[src/rtl/ber_monitor.sv]
// Bit-error-rate statistics accumulator for the GBS20 receive path.
// Counts aligned words, error bits, worst per-word error count and lock-loss
// events over a programmable window. Registered outputs follow the control
// state one cycle later, so results and `done` appear one cycle after DONE.
module ber_monitor #(
    parameter int unsigned SETTLE = 16,
    parameter int unsigned WIN_W  = 32
) (
    input  logic             clk,
    input  logic             reset,
    input  logic             start,
    input  logic             stop,
    input  logic [WIN_W-1:0] windowLen,
    input  logic             aligned,
    input  logic [31:0]      errorBits,
    output logic             busy,
    output logic             done,
    output logic             resultValid,
    output logic [47:0]      wordCount,
    output logic [39:0]      errCount,
    output logic [5:0]       maxWordErr,
    output logic [7:0]       lockLoss
);

    localparam int unsigned MASK_W    = 32;
    localparam int unsigned WORD_W    = 48;
    localparam int unsigned ERR_W     = 40;
    localparam int unsigned ERR_EXT_W = ERR_W + 1;
    localparam int unsigned POP_W     = 6;
    localparam int unsigned LOSS_W    = 8;
    localparam int unsigned SET_W     = 8;

    typedef enum logic [2:0] {
        IDLE,
        WAIT_LOCK,
        MEASURE,
        DRAIN,
        DONE
    } stateT;

    stateT              state, nextState;
    logic [SET_W-1:0]   settleCnt, settleNext;
    logic [WIN_W-1:0]   winLen, acceptCnt, acceptNext;
    logic               accept, lossInc, clearWork;
    logic [MASK_W-1:0]  s1Mask;
    logic               s1Valid;
    logic [POP_W-1:0]   popCnt;
    logic [ERR_EXT_W-1:0] errSum;
    logic [WORD_W-1:0]  wordAcc, wordNext;
    logic [ERR_W-1:0]   errAcc, errNext;
    logic [POP_W-1:0]   maxAcc, maxNext;
    logic [LOSS_W-1:0]  lossAcc, lossNext;

    // Control state, settle/accept counters and stage-1 capture register
    always_ff @(posedge clk or negedge reset) begin
        if (!reset) begin
            state     <= IDLE;
            settleCnt <= '0;
            acceptCnt <= '0;
            winLen    <= '0;
            s1Mask    <= '0;
            s1Valid   <= 1'b0;
        end else begin
            state     <= nextState;
            settleCnt <= settleNext;
            acceptCnt <= acceptNext;
            s1Valid   <= accept;
            if (clearWork) winLen <= windowLen;
            if (accept)    s1Mask <= errorBits;
        end
    end

    // Next-state decode: lock settling, word acceptance, window end and stop
    always_comb begin
        nextState  = state;
        settleNext = settleCnt;
        acceptNext = acceptCnt;
        accept     = 1'b0;
        lossInc    = 1'b0;
        clearWork  = 1'b0;
        unique case (state)
            IDLE, DONE: begin
                if (start) begin
                    clearWork  = 1'b1;
                    settleNext = '0;
                    acceptNext = '0;
                    nextState  = WAIT_LOCK;
                end else if (state == DONE) begin
                    nextState = IDLE;
                end
            end
            WAIT_LOCK: begin
                if (aligned) settleNext = settleCnt + SET_W'(1);
                else         settleNext = '0;
                if (stop)                                              nextState = DRAIN;
                else if (aligned && settleCnt == SET_W'(SETTLE - 1))   nextState = MEASURE;
            end
            MEASURE: begin
                if (aligned) begin
                    accept     = 1'b1;
                    acceptNext = acceptCnt + WIN_W'(1);
                    if (stop || (winLen != '0 && acceptNext == winLen)) nextState = DRAIN;
                end else begin
                    lossInc    = 1'b1;
                    settleNext = '0;
                    nextState  = stop ? DRAIN : WAIT_LOCK;
                end
            end
            DRAIN:   nextState = DONE;
            default: nextState = IDLE;
        endcase
    end

    // Stage 2: popcount of the captured mask folded into the working counters
    always_comb begin
        popCnt = '0;
        for (int unsigned i = 0; i < MASK_W; i++) begin
            popCnt = popCnt + POP_W'(s1Mask[i]);
        end
        errSum   = {1'b0, errAcc} + ERR_EXT_W'(popCnt);
        wordNext = wordAcc;
        errNext  = errAcc;
        maxNext  = maxAcc;
        lossNext = lossAcc;
        if (s1Valid) begin
            wordNext = wordAcc + WORD_W'(1);
            errNext  = errSum[ERR_W] ? '1 : errSum[ERR_W-1:0];
            if (popCnt > maxAcc) maxNext = popCnt;
        end
        if (lossInc && lossAcc != '1) lossNext = lossAcc + LOSS_W'(1);
        if (clearWork) begin
            wordNext = '0;
            errNext  = '0;
            maxNext  = '0;
            lossNext = '0;
        end
    end

    // Working counters, reloaded every cycle from their next values
    always_ff @(posedge clk or negedge reset) begin
        if (!reset) begin
            wordAcc <= '0;
            errAcc  <= '0;
            maxAcc  <= '0;
            lossAcc <= '0;
        end else begin
            wordAcc <= wordNext;
            errAcc  <= errNext;
            maxAcc  <= maxNext;
            lossAcc <= lossNext;
        end
    end

    // Published outputs: status flags and a result snapshot taken in DONE
    always_ff @(posedge clk or negedge reset) begin
        if (!reset) begin
            busy        <= 1'b0;
            done        <= 1'b0;
            resultValid <= 1'b0;
            wordCount   <= '0;
            errCount    <= '0;
            maxWordErr  <= '0;
            lockLoss    <= '0;
        end else begin
            busy <= (state == WAIT_LOCK) || (state == MEASURE) || (state == DRAIN);
            done <= (state == DONE);
            if (state == DONE) begin
                resultValid <= 1'b1;
                wordCount   <= wordAcc;
                errCount    <= errAcc;
                maxWordErr  <= maxAcc;
                lockLoss    <= lossAcc;
            end else if (state == WAIT_LOCK) begin
                resultValid <= 1'b0;
            end
        end
    end

endmodule
[config.mk]
export PLATFORM = sky130hd
export DESIGN_NAME = ber_monitor
export DESIGN_NICKNAME = d
export VERILOG_FILES = /design/src/rtl/ber_monitor.sv
export SDC_FILE = /design/constraint.sdc
export NUM_CORES = 1
export LEC_CHECK = 0
export ABC_AREA = 1
export BUFFER_PORTS_ARGS = -buffer_cell sky130_fd_sc_hd__buf_4
export CAP_MARGIN = 25
export CORE_AREA = 8 8 177 347
export DETAILED_ROUTE_END_ITERATION = 16
export DIE_AREA = 0 0 185 355
export GPL_TIMING_DRIVEN = 1
export PLACE_DENSITY = 0.54
export SLEW_MARGIN = 30
export SYNTH_ARGS = -nofsm -noshare
export SYNTH_HDL_FRONTEND = slang
export SYNTH_SLANG_ARGS = --single-unit
[constraint.sdc]
create_clock -name clk -period 6.8 [get_ports clk]
set_input_delay 1.02 -clock clk [delete_from_list [all_inputs] [get_ports clk]]
set_output_delay 1.02 -clock clk [all_outputs]
set_load 0.005 [all_outputs]
# Word-level counts from Yosys, hierarchy flattened
# Cells that the tools add are included.
# word_totals
output_inout_bits	105
elab_cells	119
in_bits	69
regBits	315
# classes
order_cmp	1
n_eq_ne	13
add_sub_neg	36
muxes	33
reduce_logical	19
# op_table
op	count
$add 6x1->6	26
$mux 40	3
$mux 48	2
$mux 32	2
$pmux 32 s2	1
$add 48x1->48 const B	1
$add 40x6->41	1
$mux 8	5
$add 32x1->32 const B	1
$eq 32x32->1	1
$reduce_bool 32->1	1
$pmux 8 s3	1
$mux 3	6
$mux 6	3
$add 8x1->8 const B	2
$pmux 3 s4	1
$reduce_bool 2->1	5
$ne 3x3->1 const B	3
$reduce_and 3->1	3
$eq 8x4->1 const B	1
$mux 1	8
$ne 8x8->1 const B	1
$add 5x1->6	1
$eq 3x2->1 const B	2
15 further kinds	21

# Logic depth before layout (Yosys ltp)
# Gate-level depths: netlist of run 1.
# logic_depth
ltp_word	35
ltp_mapped	30
depth_no_buf	30

# Worst setup path after synthesis of run 1
# No wires, ideal clock.
# synth_timing
kind	reg-to-reg
from	register s1Mask[17]
to	register errAcc[38]
synth_period_minus_slack_ns	6.025
t_arrival_ns	5.894
required_time_ns	6.670
setup_slack_ns	0.775
n_path_buf	0
setup_ns	0.130
stages_incl_launch_ff	27
cell_sequence	dfrtp_1 fa_1 inv_1 fa_1 fa_1 fa_1 fa_1 fa_1 inv_1 ha_1 inv_1 fa_1 o21ai_0 xor2_1 inv_1 ha_1 nand2_1 o21ai_1 a21oi_2 nor2_4 nand2_4 nor2_1 nand2_1 o21ai_0 nand3_1 nand2_1 o21ai_0
# synth_between
elab_chain_len	19
# synth_lines
item	line_no	source
start, declared	45	logic [MASK_W-1:0] s1Mask;
start signal, assigned	69	if (accept) s1Mask <= errorBits;
$add 6x1->6 (15 in series)	118	popCnt = popCnt + POP_W'(s1Mask[i]);
$add 40x6->41	120	errSum = {1'b0, errAcc} + ERR_EXT_W'(popCnt);
$mux 40	127	errNext = errSum[ERR_W] ? '1 : errSum[ERR_W-1:0];
$mux 40	125	if (s1Valid) begin
$mux 40	131	if (clearWork) begin
end signal, assigned	148	errAcc <= errNext;
end, declared	50	logic [ERR_W-1:0] errAcc, errNext;
# Every way passes these cells. The select of a mux whose other input is x is not followed.
# A chain may end at the register's enable or synchronous reset.

# Worst setup path in the final report of run 1
# layout_timing
from	register s1Mask[17]
to	register errAcc[18]
# The elaborated chain is that of the path after synthesis.

==> impl_results.md, run 1 <==
* Status: completed
* Register area share after synthesis at 46.7%
* Placed inst area at 19000 sq um
* Synth-to-Final Area Change at 20.2%
* Clk_lat worst skew at 0.53 ns
* IO Pins at 174
* Fin Setup TNS at 0 ns
* # DRC at 0
* Drt wl/cell at 15.5 um
* Layout cells sized above 1 at 13.6%
* Setup ws final at 0.407 ns
* Number of synthesized flops with an enable pin at 0
* Worst EP required at 7.24 ns
* Worst setup EP type: register
* 1st-iter DRT viols at 850
* HP Class: input pin to asynchronous set/reset pin
* Slowest CP cell: fa_1
* Fmax at 156 MHz
* DR pass1 iterations at 7
* Top sig layer: met5
* Final Wtd Congestion at 0.881
* GRT Util Overall at 14.7%
* Ys Warns at 0
* Top-count cell post-synth: nand2_1
* Final HPWL DP at 35.2 mm
* CTS Buf Count at 34
* Post-CTS Hold Buffers at 0
* Number of fill cells at 6054
* Cells after Synth at 2142
* Core Area at 56800 sq um
* Worst Tran Pin Value at 0.894 ns
* Starting Density at 29.7%
* RSZ-0062 raised after global routing: yes
* Wl on met1 at 23.1 mm
* Fin crit share at 94.0%
* Via-to-Cell Ratio at 4.62
* Top-area cell type share of the netlist area at 46.7%
* Max Transition Viols Final at 0
* Syn Nets at 2259
* Initial antenna violation count at 2
* Crit Path Category: register to register
* CTS sink cnt at 315
* Met2 wire length at 20.7 mm
* Pin count of the biggest net entering global routing at 116
* Crit Path Max Fanout at 15
* Synth top cells by count: 580 x nand2_1, 315 x dfrtp_1, 287 x inv_1, 248 x o21ai_0, 175 x nor2_1
* Final hold vios at 0
* Most used cell, CP: fa_1
* Vias in the first global route at 14.2k
* R2R cell count at 30
* CTS tree: done
* DR vias at 14.3k
* Root Buffer: clkbuf_16
* Final #Nets at 2424
* Critical Path Source Type: register
* Clock Skew at 0.0149 ns
* FF-to-FF Start: s1Mask[17]
* Rel. slew slack at 40.2%
* Clock Tree Buf Depth at 3
* Pre-CTS WS at 0.181 ns
* H-tree Lvls at 2
* Slowest cell delay on critical path at 0.59 ns
* Gr ovfl total at 0
* Die Wd at 185 um
* Fin crit period at 6.39 ns
* Antenna Nets Post-Route at 0
* Final Setup Violations at 0
* PortBufs at 173
* Cell area after synthesis at 16900 sq um
* Clk slew on worst S/H paths at 0.06 ns
* Met3 Wirelength at 3.15 mm
* MaxCap Viol Count at 0
* Routed WL at 48.0 mm
* Distinct cells, synth at 54
* Die height at 355 um
* Crit path arrival time at 6.83 ns
* Synth Register Bits at 315
* Row cnt at 124
* Syn avg cell area at 7.88 sq um
* R2r endpoint: errAcc[18]
* Predominant post-synthesis flop cell: dfrtp_1
* First-pass GRT wire length at 77.9 mm
* Fin area at 20300 sq um
* R2R setup slack at 0.41 ns
* Die area at 65700 sq um
* FFs w/ async S/R, synth at 100%
* Post-synth top area cell: dfrtp_1
* Synth top area cells: dfrtp_1 47%, nand2_1 13%, o21ai_0 7.4%
==> cell type report <==
class | count | area (sq um) | area share [%]
Antenna cell | 1 | 2.50 | 0.0123
Timing Repair Buffer | 189 | 1460 | 7.22
Clock inverter | 18 | 208 | 1.02
Tap cell | 756 | 946 | 4.66
Sequential cell | 315 | 7880 | 38.9
Multi-Input combinational cell | 1474 | 7680 | 37.9
Clock buffer | 44 | 992 | 4.89
Inverter | 293 | 1100 | 5.45
==> cell usage in the layout (no fill, tap or decap), drive strengths merged, types with 2 or more instances in the layout <==
cell type  Yosys  final
nand2        596    596
dfrtp        315    315
inv          293    295
o21ai        255    255
nor2         196    196
buf           14    189
nand3        125    125
a21oi         56     56
nor3          52     52
clkbuf        46     44
o22ai         26     26
xor2          25     25
fa            25     25
nand4         24     24
ha            23     23
nor4          13     13
clkinv         0     12
nand3b        10     10
o21a           8      8
or2            6      6
a211oi         5      5
xnor3          5      5
xnor2          4      4
a221oi         4      4
and2           4      4
bufinv         0      4
o211ai         2      2
nor3b          2      2
==> routing by layer <==
layer  track usage (%)  vias to the layer above
met4              4.35                        2
li1                  -                     7205
met1              20.4                     6668
met3              3.47                       69
met2              22.3                      340
met5                 0                        -
==> cells by family after synthesis <==
family                     share of synthesized area (%)
xor gates and xnor gates                            2.17
AOI/OAI and AO/OA                                   11.5
adders and majority gates                           4.67
and+or+nand+nor                                     27.0
buffers and inverters                               8.00
DFF                                                 46.7
==> sequential cells by signal, indices dropped and copies added (netlist names), 32 cells and up <==
name       count
wordAcc       48
wordCount     48
errCount      40
errAcc        40
acceptCnt     32
winLen        32
s1Mask        32
==> worst max-delay path by stage <==
| stage | startpoint | end | cells after the start |
|---|---|---|---|
| 2_1_floorplan | s1Mask[17] | errAcc[38] | 26 |
| 3_3_place_gp | s1Mask[0] | errAcc[14] | 27 |
| 3_5_place_dp | s1Mask[17] | errAcc[18] | 27 |
| 4_1_cts | s1Mask[17] | errAcc[18] | 27 |
| 5_1_grt | s1Mask[17] | errAcc[5] | 30 |
| 6_report | s1Mask[17] | errAcc[18] | 30 |
==> repair_timing <==
item                                    CTS  global route
buffers inserted                          0             2
endpoints found under the setup margin    0            23
resized for setup                         0             3
==> worst max-delay path, delay by kind of cell, from the launching register on <==
kind	cells	cell delay [ns]
compound gates	5	0.54
flops	1	0.40
buf+inv	7	0.56
simple gates	10	1.19
fa+ha+maj	8	3.60
==> metrics by stage <==
step | util [%] | cells | hold slack (ns)
2_1_floorplan | - | 2142 | 0.433
3_3_place_gp | 33.5 | 3025 | 0.449
3_5_place_dp | 33.5 | 3025 | 0.455
4_1_cts | 35.6 | 3087 | 0.467
5_1_grt | 35.7 | 3089 | 0.488
6_report | 35.7 | 3090 | 0.468
Power of run 1 is left out: the tool's default activity adds up to more than one toggle a clock period on the data nets, which glitch-free logic cannot reach.
==> inputs of run 2 (changes only) <==
PLACE_DENSITY = unset   (was 0.54)
REMOVE_ABC_BUFFERS = 1   (was unset)
==> run 2 against run 1 <==
Against the previous run: global-route usage fell by 0.28 points; final cell count hardly changed; design area is 0.11% lower; routed wire length is 0.45% lower; worst setup slack better by 0.028 ns; count of clock-buffer cells in the layout unchanged; fmax rose by 0.45%; register-to-register slack improved by 0.03 ns; non-clock buffer count stayed put; first-iteration DRC count up 14%; clock skew is 0.0097 ns higher; die area is the same.
==> impl_results.md, run 2 (synthesis results as in run 1) <==
* Smallest hold slack at 0.445 ns
* DR pass1 iterations at 5
* Rel. slew slack at 44.0%
* Slowest CP cell: fa_1
* Fin crit share at 93.6%
* GR Layer Usage met2 at 22.5%
* Placed inst area at 19100 sq um
* Max Transition Viols Final at 0
* CTS sink cnt at 315
* Final hold vios at 0
* Largest registers: wordAcc: 48 flops, wordCount: 48 flops
* Post-CTS Hold Buffers at 0
* Crit Path Max Fanout at 15
* Commonest non-fill, non-tap cells in the layout: 580 x nand2_1, 315 x dfrtp_1, 286 x inv_1
* H-tree Lvls at 2
* Busiest layer in global routing: met2
* Fin area at 20300 sq um
* Pin count of the biggest net entering global routing at 141
* Worst Tran Pin Value at 0.840 ns
* Most used cell, CP: fa_1
* CTS Buf Count at 34
* Drt wl/cell at 15.5 um
* Crit Path Category: register to register
* DR vias at 14.5k
* Die area at 65700 sq um
* Slowest cell delay on critical path at 0.59 ns
* Crit path arrival time at 6.79 ns
* Status: completed
* Core Util, Final at 35.7%
* Final Wtd Congestion at 0.883
* 1st-iter DRT viols at 971
* First-pass GRT wire length at 76.5 mm
* Row cnt at 124
* Initial antenna violation count at 0
* PortBufs at 173
* CTS tree: done
* Layout cells sized above 1 at 13.5%
* Fin crit period at 6.36 ns
* Critical Path Source Type: register
* Via-to-Cell Ratio at 4.69
* Core Area at 56800 sq um
* Vias in the first global route at 14.2k
* Clk slew on worst S/H paths at 0.06 ns
* Clock Tree Buf Depth at 3
* R2R cell count at 30
* Leading cell type in the layout, fill and taps excluded: nand2_1
* MaxCap Viol Count at 0
* Final #Nets at 2424
* Worst setup EP type: register
* Final Setup Violations at 0
* Worst EP required at 7.23 ns
* Synth-to-Final Area Change at 20.0%
* Starting Density at 29.7%
* Clock Skew at 0.0246 ns
* Die Wd at 185 um
* # DRC at 0
* IO Pins at 174
* Met3 usage at 2.66%
* Fin Setup TNS at 0 ns
* HP Class: input pin to asynchronous set/reset pin
* Root Buffer: clkbuf_16
* Final HPWL DP at 35.1 mm
* Fmax at 157 MHz
* Die height at 355 um
* Antenna Nets Post-Route at 0
* Routed WL at 47.8 mm
* Gr ovfl total at 0
* Clk_lat worst skew at 0.54 ns
* Met1 usage at 20.2%
* GRT Util Overall at 14.4%
* ANT cells at 0
## run 2: cell types whose count changed in the layout (fill, tap and decap cells not counted), sizes merged
cell / change
clkinv: -5
clkinvlp: +2
bufinv: +1
diode: -1
inv: +1
## run 2: layout make-up
cell class | instances | area (sq um)
Fill cell | 6017 | 36500
Clock buffer | 44 | 928
Inverter | 293 | 1100
Sequential cell | 315 | 7880
Multi-Input combinational cell | 1474 | 7680
Timing Repair Buffer | 189 | 1480
Clock inverter | 17 | 241
Tap cell | 756 | 946
## run 2: per-stage QoR
stage          instances  setup slack (ns)
2_1_floorplan       2082             0.715
5_1_grt             3088           -0.0173
3_3_place_gp        3025             0.317
4_1_cts             3087             0.181
6_report            3088             0.436
3_5_place_dp        3026             0.204
## run 2: path summary, 6_finish.rpt
kind	start	end	slack [ns]
setup / recovery	s1Mask[17]	errAcc[7]	0.44
hold / removal	reset	errCount[25]	0.45
setup reg to reg	s1Mask[17]	errAcc[7]	0.44
hold reg to reg	wordCount[27]	wordCount[27]	0.47
max in group asynchronous	reset	winLen[25]	5.11
min in group clk	wordCount[27]	wordCount[27]	0.47
## run 2: worst max-delay path: cells and delay by family, from the launching register on
family	cells	cell delay, ns
simple gates	10	1.19
flops	1	0.40
fa+ha+maj	8	3.59
buf+inv	7	0.56
compound gates	5	0.54
## run 2: routing by layer
metal	vias up	wire length, um
li1	7217	-
met4	0	955
met1	6804	22600
met3	53	3100
met2	407	21100
met5	-	0
## run 2: repair_timing
item	CTS	global route
resized for setup	0	3
endpoints found under the hold margin	0	0
endpoints found under the setup margin	0	24
buffers inserted	0	1
Power of run 2 is left out for the same reason.
==> inputs of run 3 (changes only) <==
CELL_PAD_IN_SITES_DETAIL_PLACEMENT = 1   (was unset)
CELL_PAD_IN_SITES_GLOBAL_PLACEMENT = 1   (was unset)
CTS_CLUSTER_DIAMETER = 30   (was unset)
PLACE_DENSITY_LB_ADDON = 0.1   (was unset)
==> run 3 against run 2 <==
Against the previous run: count of clock-buffer cells in the layout rose by 36; routed wire length increased by 16%; hold slack worse by 0.068 ns; flip-flop and latch count unchanged; design area increased by 6.9%; worst setup slack got worse by 0.072 ns; clock skew increased by 0.0093 ns; highest routed layer unchanged; utilization increased by 2.5 points; critical endpoint is now errAcc[18]; largest cell class unchanged; critical path depth decreased by 2.
==> impl_results.md, run 3 (synthesis results as in run 1) <==
* Status: completed
* Layout Cells excl Fill at 3160
* Fmax at 155 MHz
* Slowest cell delay on critical path at 0.54 ns
* 1st-iter DRT viols at 629
* Most used cell, CP: fa_1
* PortBufs at 173
* Clock Skew at 0.0339 ns
* Fin crit share at 94.7%
* Dpl cells at 3025
* Final Setup Violations at 0
* Met2 wire length at 24.7 mm
* ANT cells at 0
* Antenna Nets Post-Route at 0
* Commonest non-fill, non-tap cells in the layout: 579 x nand2_1, 315 x dfrtp_1, 285 x inv_1
* Vias in the first global route at 16.0k
* Cell family with most CP delay: adder cells
* Layout cells sized above 1 at 16.6%
* # DRC at 0
* Via-to-Cell Ratio at 4.71
* Root Buffer: clkbuf_16
* CTS sink cnt at 315
* HP Class: input pin to asynchronous set/reset pin
* Clk_lat worst skew at 0.59 ns
* Slowest CP cell: fa_1
* Wl on met1 at 26.9 mm
* Post-CTS Hold Buffers at 0
* Crit Path Category: register to register
* Core Util, Final at 38.1%
* Fin crit period at 6.44 ns
* DR pass1 iterations at 4
* First-pass GRT wire length at 89.8 mm
* Core Area at 56800 sq um
* Starting Density at 29.7%
* Number of fill cells at 6851
* Synth-to-Final Area Change at 28.3%
* Critical Path Source Type: register
* MaxCap Viol Count at 0
* Leading cell type in the layout, fill and taps excluded: nand2_1
* Setup ws final at 0.364 ns
* Clock Tree Buf Depth at 3
* R2R setup slack at 0.36 ns
* Row cnt at 124
* Worst path bufs/invs at 6
* DR vias at 14.9k
* CTS tree: done
* Clk slew on worst S/H paths at 0.05 ns
* Largest registers: wordAcc: 48 flops, wordCount: 48 flops
* GRT Util Overall at 17.2%
* IO Pins at 174
* Max Transition Viols Final at 0
* Routed WL at 55.4 mm
* Initial antenna violation count at 0
* Met3 Wirelength at 2.48 mm
* Worst Tran Pin Value at 0.884 ns
* CTS Buf Count at 71
* Die area at 65700 sq um
* Final #Nets at 2464
* Top sig layer: met4
* Crit path arrival time at 6.92 ns
* Pin count of the biggest net entering global routing at 139
* Die Wd at 185 um
* Crit Path Max Fanout at 15
* Fin Setup TNS at 0 ns
* Pre-CTS WS at 0.0929 ns
* Worst setup EP type: register
* Worst EP required at 7.29 ns
* Die height at 355 um
* Final hold vios at 0
* H-tree Lvls at 3
* Drt wl/cell at 17.5 um
* Rel. slew slack at 41.0%
* RSZ-0062 raised after global routing: no
* Final HPWL DP at 39.4 mm
* Gr ovfl total at 0
* Final Wtd Congestion at 0.800
run 3: layer usage:
layer,up-vias,track usage [%]
met3,83,3.45
met4,0,5.54
met5,-,0
met1,7224,23.7
li1,7321,-
met2,260,26.7
run 3: worst paths after layout:
kind | endpoint | depth (start not counted) | start
worst max-delay path | errAcc[18] | 28 | s1Mask[17]
worst min register to register | wordCount[5] | 2 | wordCount[5]
min in group clk | wordCount[5] | 2 | wordCount[5]
max in group asynchronous | wordAcc[40] | 2 | reset
worst min-delay path | errAcc[30] | 1 | reset
worst max register to register | errAcc[18] | 28 | s1Mask[17]
run 3: metrics by stage:
step	instance area (sq um)	hold slack (ns)
floorplan	16600	0.437
global placement	19000	0.456
CTS	21500	0.370
global route	21700	0.399
finish	21700	0.377
detailed placement	19000	0.465
run 3: layout make-up:
cell class	count	area, sq um	area share (%)
well taps	756	946	4.37
clock buffers	80	1920	8.89
flip-flops and latches	315	7880	36.4
inverters	293	1110	5.11
repair buffers	192	1490	6.90
multi-input cells	1474	7720	35.7
clock inverters	50	582	2.69
run 3: timing repair:
item                       4_1_cts  5_1_grt
buffers inserted                 0        4
setup endpoints to repair        0       19
resized for setup                0       13
Power of run 3 is left out for the same reason.
